File: src/rtl/modified_barret_reduction.sv
// Three-stage Barrett reducer: y = x mod q for a 2k-bit operand, one result per clock.
// The modulus and the Barrett constant MU are fixed at elaboration.
module modified_barret_reduction #(
    parameter int unsigned q = 65537,
    parameter int          k = $clog2(q)
) (
    input  logic           clk,
    input  logic           rst_n,
    input  logic           in_valid,
    input  logic [2*k-1:0] x,
    output logic           out_valid,
    output logic [k:0]     y
);

    localparam int          STAGES = 3;
    localparam logic [k:0]  MU     = (k+1)'((64'd1 << (2*k)) / 64'(q));
    localparam logic [k+1:0] QR    = (k+2)'(q);

    logic [STAGES:1]  r_vld_pipe;
    logic [k+1:0]     r_x_lo;
    logic [2*k+1:0]   r_q2;
    logic [k+1:0]     r_r;
    logic [k:0]       r_y;

    logic [k:0]       w_q1;
    logic [2*k+1:0]   w_q2;
    logic [k:0]       w_q3;
    logic [k+1:0]     w_qq;
    logic [k+1:0]     w_r;
    logic [k+1:0]     w_r1;
    logic [k+1:0]     w_r2;

    // S1: quotient estimate product
    assign w_q1 = (k+1)'(x >> (k-1));
    assign w_q2 = (2*k+2)'(w_q1) * (2*k+2)'(MU);

    // S2: only the low k+2 bits of x - q3*q matter since 0 <= r < 3q < 2^(k+2)
    assign w_q3 = (k+1)'(r_q2 >> (k+1));
    assign w_qq = (k+2)'(w_q3) * QR;
    assign w_r  = r_x_lo - w_qq;

    // S3: two conditional subtractions bring r into [0, q)
    assign w_r1 = (r_r  >= QR) ? (r_r  - QR) : r_r;
    assign w_r2 = (w_r1 >= QR) ? (w_r1 - QR) : w_r1;

    always_ff @(posedge clk or negedge rst_n) begin
        if (!rst_n) begin
            r_vld_pipe <= '0;
            r_x_lo     <= '0;
            r_q2       <= '0;
            r_r        <= '0;
            r_y        <= '0;
        end else begin
            r_vld_pipe <= {r_vld_pipe[STAGES-1:1], in_valid};
            r_x_lo     <= x[k+1:0];
            r_q2       <= w_q2;
            r_r        <= w_r;
            r_y        <= (k+1)'(w_r2);
        end
    end

    assign out_valid = r_vld_pipe[STAGES];
    assign y         = r_y;

endmodule

File: config.mk
export PLATFORM = sky130hd
export DESIGN_NAME = modified_barret_reduction
export DESIGN_NICKNAME = d
export VERILOG_FILES = /design/src/rtl/modified_barret_reduction.sv
export SDC_FILE = /design/constraint.sdc
export NUM_CORES = 1
export LEC_CHECK = 0
export ABC_AREA = 1
export ABC_CLOCK_PERIOD_IN_PS = 5400
export BUFFER_PORTS_ARGS = -buffer_cell sky130_fd_sc_hd__buf_2
export CORE_MARGIN = 2
export CORE_UTILIZATION = 42
export DETAILED_ROUTE_END_ITERATION = 6
export GPL_TIMING_DRIVEN = 0
export PLACE_DENSITY_LB_ADDON = 0.25
export SYNTH_ARGS = -nofsm -noshare
export SYNTH_HDL_FRONTEND = slang
export SYNTH_SLANG_ARGS = --single-unit
File: constraint.sdc
create_clock -name clk -period 5.4 [get_ports clk]
set_clock_uncertainty 0.1 [all_clocks]
set_input_delay 0.27 -clock clk [delete_from_list [all_inputs] [get_ports clk]]
set_output_delay 0.27 -clock clk [all_outputs]
set_load 0.05 [all_outputs]
==> flow_results.org, run 1 <==
** Floorplanning
- Vertical die dimension :: ~170 microns
- Once the floorplan was initialized, standard cells occupied 42.32% of the core.
- Total I/O pin count :: 56
- Row cnt :: 60
- The die covers 28260 sq um.
- Die boundary width :: 168.1 microns
- Core area :: 26730 sq um

** Synthesis
- Top cell types by occurrence after synthesis :: sky130_fd_sc_hd__inv_1 (328), sky130_fd_sc_hd__nand2_1 (200), sky130_fd_sc_hd__ha_1 (180), sky130_fd_sc_hd__fa_1 (144), sky130_fd_sc_hd__nor2_1 (79)
- Dominant combinational cell family by area after synthesis :: adder cells
- After synthesis, the share of flip-flops with an asynchronous set or reset is 100.0%.
- Post-Synthesis Net Count :: 1664
- The Yosys step of the flow raised 0 warnings.
- Summing the areas of all xor and xnor instances in the mapped netlist gives 5.421% of the synthesized area.
- Counting flops with a built-in enable in the synthesized netlist gives 0.
- Area share of fa/ha/maj cells after synthesis :: 45.40%
- Summing the areas of all and, or, nand and nor instances in the mapped netlist gives between 10% and 20% of the synthesized area.
- Synthesized netlist cell count :: 1303
- Synth Register Bits :: 77
- The average instance in the mapped netlist occupies 8.680 sq um.
- Library cell with the highest instance count after synthesis :: sky130_fd_sc_hd__inv_1
- Portion of synthesized cell area occupied by the leading cell type :: between 20% and 30%
- Prevailing post-synth register cell :: sky130_fd_sc_hd__dfrtp_1
- Summing the sequential cell areas from Yosys gives 17.04% of the chip area.
- The synthesized netlist devotes under 10% of its cell area to compound gates.
- The synthesized design spends more area on one cell type than any other, namely sky130_fd_sc_hd__fa_1.
- Of the post-synthesis cell area, the part taken by muxes is 0%.
- Cell area after technology mapping :: 11310 sq um
- After synthesis, the cell types taking the most area are sky130_fd_sc_hd__fa_1 (25%), sky130_fd_sc_hd__ha_1 (20%), sky130_fd_sc_hd__dfrtp_1 (17%).
- Synth cell types :: 40

** Routing
- The routed layout has 8307 vias.
- The first TritonRoute pass finished after 7 iterations.
- Using the TritonRoute via totals, the vias-per-cell ratio works out to 4.733.
- Number of remaining DRC errors :: 0
- Post-detailed-routing wire length :: 24590 microns
- Initial drt markers :: between 300 and 400
- WL/cell :: around 14 microns
- The detail route stage leaves a number of antenna-violating nets equal to 0.

** GRT
- Global routing used 18.27% of the available tracks across all layers.
- Vias in the first global route :: around 8300
- Entering global routing, the biggest net connects 42 pins.
- Antenna violations before repair :: 1
- Sum of overflow across all layers after global routing :: 0
- First-pass GRT wire length :: 41340 microns

** Critical path
- Launching element of the worst setup path :: x[22]
- FF-to-FF Start :: r_q2[18]
- For the worst setup path, the data arrival time is about 5.4 ns.
- Data required time of the worst path :: 5.51 ns
- Worst Path Max Fanout :: 5
- Register-to-register setup slack :: 1.27 ns
- Kind of launch point of the worst setup path :: input pin
- Critical path type :: in2reg
- STA classifies the critical path endpoint as a flop.
- The endpoint identified for the worst register-to-register timing path is r_r[16].
- The number of cells on the worst reg-to-reg path is 17.

** Timing
- Slew margin rel. :: approximately 67%
- Final slew viol count :: 0
- Subtracting the final worst setup slack from the clock period gives 5.242 ns.
- The total count of hold-check failures in the final report came to 0.
- Setup violations remaining at the end of the flow were counted as 0.
- Total negative slack for setup checks :: 0 ns
- Of the available clock period, the critical path in the final layout requires 97.08%.
- Max Clock Freq :: 190.8 MHz
- Slack of the critical path :: roughly 0.16 ns
- Least-Margin Pin Slew :: slightly below 0.5 ns

** Placement
- The congestion estimate from routability-driven global placement came to approximately 0.88.
- Quantity of I/O buffers inserted on ports :: 55
- Placed insts :: 1700
- After legalization and detailed placement, the total HPWL measured 21250 microns.
- Worst slack after detailed placement :: -0.5648 ns

** Flow run
- Max_cap viols :: 0

** Min path
- Instance count along the most critical hold path :: 1
- Path class of the lowest-slack min-delay path :: in2reg
- Worst Hold Launch :: x[17]
- The worst hold path terminates at r_x_lo[17].

** Clocking
- CTS root buf :: sky130_fd_sc_hd__clkbuf_16
- CTS buffer count :: 9
- TritonCTS built the clock tree.
- For this design, the sink count on the clock tree is 77.
- Source-to-sink clock delay at the later pin of the worst-skew pair :: approximately 0.33 ns
- The H-tree was split into 3 levels.
- The clock passes through at most 2 buffers.
- After clock tree synthesis, the clock-pin slew on the worst setup and hold paths is ~0.06 ns.

** Cells and area
- Post-route insts no fill :: 1755
- Compared with the post-synthesis result, the final layout area differs by 14.25%.
- Share of layout cells above drive strength 1 :: 14.00%
- Total Nets Final :: between 1500 and 2000
- Fillers :: 2597
- Measured on the finished design, the core utilization comes to between 40% and 50%.
- The repair_antennas step left the layout with diodes totalling 0.

** Outcome
- The run finished with clean final reports.
## area by class of cell
| cell class | instances | area, sq um | area share [%] |
|---|---|---|---|
| clock inverter | 4 | 48.80 | 0.3777 |
| inverter | 333 | 1254 | 9.703 |
| tap | 341 | 426.7 | 3.302 |
| sequential | 77 | 1927 | 14.91 |
| buffer | 7 | 61.31 | 0.4745 |
| clock buffer | 11 | 242.7 | 1.879 |
| multi-input combinational | 886 | 8303 | 64.26 |
| timing repair buffer | 96 | 658.1 | 5.093 |
## worst max-delay path by stage
stage	endpoint	slack (ns)	cells past startpoint
floorplan	r_q2[32]	0.18	21
global placement	r_q2[32]	-0.54	22
detailed placement	r_q2[32]	-0.56	22
CTS	r_q2[32]	0.005	22
global route	r_q2[35]	-0.02	21
finish	r_q2[32]	0.16	23
## placed cells by master (no fill, tap or decap), drive strengths merged, types with 2 or more instances in the layout
cell type / synthesis / routed
a21boi: 3 / 3
a21o: 4 / 4
a21oi: 55 / 55
a31oi: 7 / 7
and2: 2 / 2
buf: 7 / 81
clkbuf: 0 / 15
clkinv: 3 / 6
dfrtp: 77 / 77
dlygate4sd3: 0 / 18
fa: 144 / 144
ha: 180 / 180
inv: 330 / 329
nand2: 208 / 208
nand3: 44 / 44
nand4: 14 / 14
nor2: 89 / 89
nor3: 11 / 11
o211ai: 2 / 2
o21a: 3 / 3
o21ai: 37 / 37
o221ai: 3 / 3
o31ai: 2 / 2
or2: 3 / 3
xnor2: 23 / 23
xor2: 47 / 47
## critical path, cell delays in order
cell and delay, ns:
sky130_fd_sc_hd__buf_4 0.15, sky130_fd_sc_hd__fa_2 0.60, sky130_fd_sc_hd__buf_4 0.12, sky130_fd_sc_hd__inv_1 0.04, sky130_fd_sc_hd__fa_1 0.46, sky130_fd_sc_hd__fa_1 0.50
sky130_fd_sc_hd__inv_1 0.07, sky130_fd_sc_hd__fa_1 0.46, sky130_fd_sc_hd__fa_1 0.54, sky130_fd_sc_hd__inv_1 0.05, sky130_fd_sc_hd__fa_1 0.56, sky130_fd_sc_hd__inv_1 0.07
sky130_fd_sc_hd__ha_4 0.29, sky130_fd_sc_hd__nand2_1 0.09, sky130_fd_sc_hd__nor2_2 0.12, sky130_fd_sc_hd__inv_2 0.06, sky130_fd_sc_hd__nor3_4 0.25, sky130_fd_sc_hd__nand3_2 0.11
sky130_fd_sc_hd__nand3_2 0.09, sky130_fd_sc_hd__nand3_1 0.08, sky130_fd_sc_hd__nand2_2 0.10, sky130_fd_sc_hd__a31oi_1 0.10, sky130_fd_sc_hd__xor2_1 0.15
## registers in the layout, indices dropped and copies added (netlist names)
register / cells
y: 18
r_r: 19
r_x_lo: 19
r_vld_pipe: 3
r_q2: 18
## routing by layer
| metal | vias up | part of all wire, % | GRT usage (%) |
|---|---|---|---|
| met3 | 18 | 2.9 | 2.374 |
| li1 | 4211 | - | - |
| met4 | 0 | 0.99 | 3.148 |
| met2 | 116 | 47 | 29.81 |
| met1 | 3962 | 49 | 26.46 |
| met5 | - | 0 | 0 |
## per-stage QoR
| stage | hold WS [ns] | area [sq um] |
|---|---|---|
| 6_report | 0.05115 | 12920 |
| 2_1_floorplan | -0.1256 | 11310 |
| 4_1_cts | 0.05030 | 12550 |
| 3_5_place_dp | 0.1699 | 12030 |
| 3_3_place_gp | 0.2350 | 12010 |
| 5_1_grt | 0.04609 | 12920 |
## cells by family after synthesis
logic type | after synthesis
flops | 77
simple gates | 373
xor+xnor | 70
compound gates | 119
fa+ha+maj | 324
buf+inv | 340
## repair_timing
item,in CTS,in global routing
gates resized for setup,12,58
hold buffers,18,0
pin swaps,2,34
buffers inserted,2,20
hold endpoints to repair,53,0
setup endpoints to repair,5,14
Power of run 1 is not shown: default switching activity piles up to over one toggle a cycle in this logic, so the estimate is an artifact.
==> run 2: changes to the inputs <==
- ABC_CLOCK_PERIOD_IN_PS: 5400 -> 5900
- clock period: 5.4 -> 5.9 ns (I/O delays scaled with it)
==> run 2 against run 1 <==
Compared with the run above: flip-flop and latch count did not move; wire length is 2.2% lower; worst setup slack gained 0.18 ns; die area did not move; count of clock-buffer cells in the layout is the same; via count shrank 1.5%; sequential share of layout area up 0.49 points; design area fell by 3.2%; utilization decreased by 1.5 points; first-iteration DRC count increased by 13%; critical path type unchanged; cell count fell by 1.3%; non-clock buffer count fell by 22.
==> flow_results.org, run 2 (synthesis results as in run 1) <==
** Outcome
- Outcome :: complete, no violations

** Routing
- Number of search-and-repair iterations in the first detailed-routing pass :: 7
- Post-detailed-routing wire length :: 24050 microns
- Final ANT Viol Nets :: 0
- Initial drt markers :: 416
- Total via count in the routed design :: about 8200
- Number of remaining DRC errors :: 0
- WL/cell :: 13.88 microns
- Dividing the detail-routed via count by the number of cells gives ~4.7.

** Timing
- Based on the critical path, the design can be clocked at up to 179.7 MHz.
- Least-Margin Pin Slew :: 0.4949 ns
- Slew margin rel. :: 67.01%
- Final slew viol count :: 0
- Post-route clock period utilization :: about 94%
- Setup slack closes at approximately 0.34 ns.
- RSZ-0062 raised after global routing :: false
- Worst hold margin :: 0.07448 ns
- Endpoints failing setup :: 0
- The total count of hold-check failures in the final report came to 0.
- For the finished layout, the period the worst path requires is between 5 and 6 ns.

** Flow run
- The tool flagged a number of max-cap violations equal to 0.

** Placement
- Prior to clock tree synthesis, the placed netlist has a worst setup slack of -0.08977 ns.
- During placement, the flow inserted port buffers numbering 55.
- Detailed placer's ending HPWL :: 21250 microns
- Once placement finished, the instance area stood at around 12000 sq um.
- Final estimated routing congestion in global placement :: between 0.8 and 0.9

** Critical path
- Number of cell instances on the worst register-to-register path :: 17
- Launching element of the worst setup path :: x[25]
- Critical path capture point :: r_q2[35]
- Data required time of the worst path :: roughly 6.0 ns
- The worst register-to-register path ends at r_r[16].
- In this run the worst path has a maximum fanout of 4.
- Kind of launch point of the worst setup path :: input pin
- Critical path type :: in2reg
- Arrival @ worst endpoint :: 5.65 ns
- FF-to-FF Start :: r_q2[18]
- Endpoint type of the worst setup path :: flop
- The worst register-to-register path has a setup slack of 1.76 ns.

** Min path
- Path class of the lowest-slack min-delay path :: in2reg
- Along the worst hold path, the cell count comes to 1.

** Clocking
- Source-to-sink clock delay at the later pin of the worst-skew pair :: 0.33 ns
- Counting the buffers created by CTS gives 9.
- The clock net in this run drives a total of 77 sinks.
- The H-tree was split into 3 levels.
- Maximum buffer depth of the clock tree :: 2
- Clock-pin slew was measured on the worst setup and hold paths at 0.06 ns.
- CTS root buf :: sky130_fd_sc_hd__clkbuf_16
- Clock tree from TritonCTS :: built
- Setup fix buffers added after clock tree synthesis :: 0

** Floorplanning
- 56 I/O pins were placed.
- The total area inside the core boundary comes to 26730 sq um.
- Die ar. :: approximately 28000 sq um
- Initial core utilization :: 42.32%
- Measured along the y axis, the die boundary spans 168.1 microns.
- Row cnt :: 60
- From left edge to right edge, the die measures 168.1 microns.

** Cells and area
- Inserted Diodes :: 0
- Area grow syn2layout :: 10.64%
- The filler cells instantiated in the layout total 2646.
- In the final layout, the registers with the most flip-flops are r_r (19), r_x_lo (19).
- The post-route netlist has 8.836% of its cells at a drive strength greater than 1.
- Most common library cell in the layout ignoring fill and taps :: sky130_fd_sc_hd__inv_1
- Commonest cells after routing, fill and taps aside :: sky130_fd_sc_hd__inv_1 (328), sky130_fd_sc_hd__nand2_1 (200), sky130_fd_sc_hd__ha_1 (180), sky130_fd_sc_hd__fa_1 (143), sky130_fd_sc_hd__nor2_1 (79)
- The finished cells cover 12510 sq um.
- Total Nets Final :: about 1700

** GRT
- Global routing consumed, on the met2 layer, 29.68% of the routing resources.
- Sum of overflow across all layers after global routing :: 0
- Met3 usage :: 2.304%
- The number of global-route vias before repair was 8278.
- The first global-routing pass estimated 41190 microns of wire.
- After global routing, the most crowded layer is met2.
- Global routing consumed, over all layers together, around 18% of the routing resources.
- For this run, global-route usage on met1 was measured as 26.48%.
- Pin count of the biggest net entering global routing :: 42
- The number of antenna violations at the first check in global routing was 1.
## run 2: changes by cell type in the layout (fill, tap and decap cells not counted), moves of 8 or more
cell                    delta
sky130_fd_sc_hd__ha_4      -8
sky130_fd_sc_hd__fa_2     -16
sky130_fd_sc_hd__buf_4    -24
sky130_fd_sc_hd__inv_1     +9
sky130_fd_sc_hd__fa_1     +16
sky130_fd_sc_hd__inv_2     -8
sky130_fd_sc_hd__ha_1      +9
## run 2: worst max-delay path, cell delays in order
cell and delay, ns:
sky130_fd_sc_hd__buf_2 0.14, sky130_fd_sc_hd__fa_1 0.70, sky130_fd_sc_hd__fa_1 0.51, sky130_fd_sc_hd__fa_1 0.54
sky130_fd_sc_hd__fa_1 0.46, sky130_fd_sc_hd__fa_1 0.57, sky130_fd_sc_hd__inv_1 0.06, sky130_fd_sc_hd__fa_1 0.53
sky130_fd_sc_hd__inv_1 0.04, sky130_fd_sc_hd__ha_1 0.32, sky130_fd_sc_hd__a21oi_1 0.18, sky130_fd_sc_hd__o21ai_0 0.11
sky130_fd_sc_hd__a21oi_1 0.12, sky130_fd_sc_hd__nand2_1 0.10, sky130_fd_sc_hd__nand2_1 0.07, sky130_fd_sc_hd__o211ai_1 0.17
sky130_fd_sc_hd__a21oi_1 0.33, sky130_fd_sc_hd__nand3b_1 0.17, sky130_fd_sc_hd__nand2_1 0.05, sky130_fd_sc_hd__nand2_1 0.05
sky130_fd_sc_hd__nand2_1 0.11
## run 2: how the worst min path moves through the flow
stage	start	endpoint	slack, ns
floorplan	rst_n	r_q2[18]	-0.10
finish	x[17]	r_x_lo[17]	0.07
global placement	r_vld_pipe[1]	r_vld_pipe[2]	0.24
global route	x[17]	r_x_lo[17]	0.07
detailed placement	rst_n	r_x_lo[2]	0.19
CTS	x[17]	r_x_lo[17]	0.07
## run 2: what timing repair did
action,4_1_cts,5_1_grt
resized for setup,0,3
endpoints found under the setup margin,0,3
hold buffers,18,0
endpoints found under the hold margin,53,0
## run 2: per-layer routing
metal	share of wire, %	wire, microns
met1	50	11960
met2	46	11100
met3	3.0	726
met4	1.1	258
met5	0	0
## run 2: cell type report
class	instances	area, sq um	area share (%)
Timing Repair Buffer	74	478.0	3.820
Tap cell	341	426.7	3.410
Clock buffer	11	242.7	1.940
Multi-Input combinational cell	886	8079	64.56
Buffer	7	61.31	0.4899
Sequential cell	77	1927	15.40
Inverter	333	1250	9.989
Clock inverter	4	48.80	0.3900
## run 2: per-stage QoR
stage	util, %	TNS [ns]	instances
after floorplan	-	0	1303
after global placement	44.94	-0.1081	1699
after detailed placement	45.03	-0.1677	1700
after CTS	46.79	0	1733
after global routing	46.82	0	1733
final	46.82	0	1733
Power of run 2 is left out for the same reason.
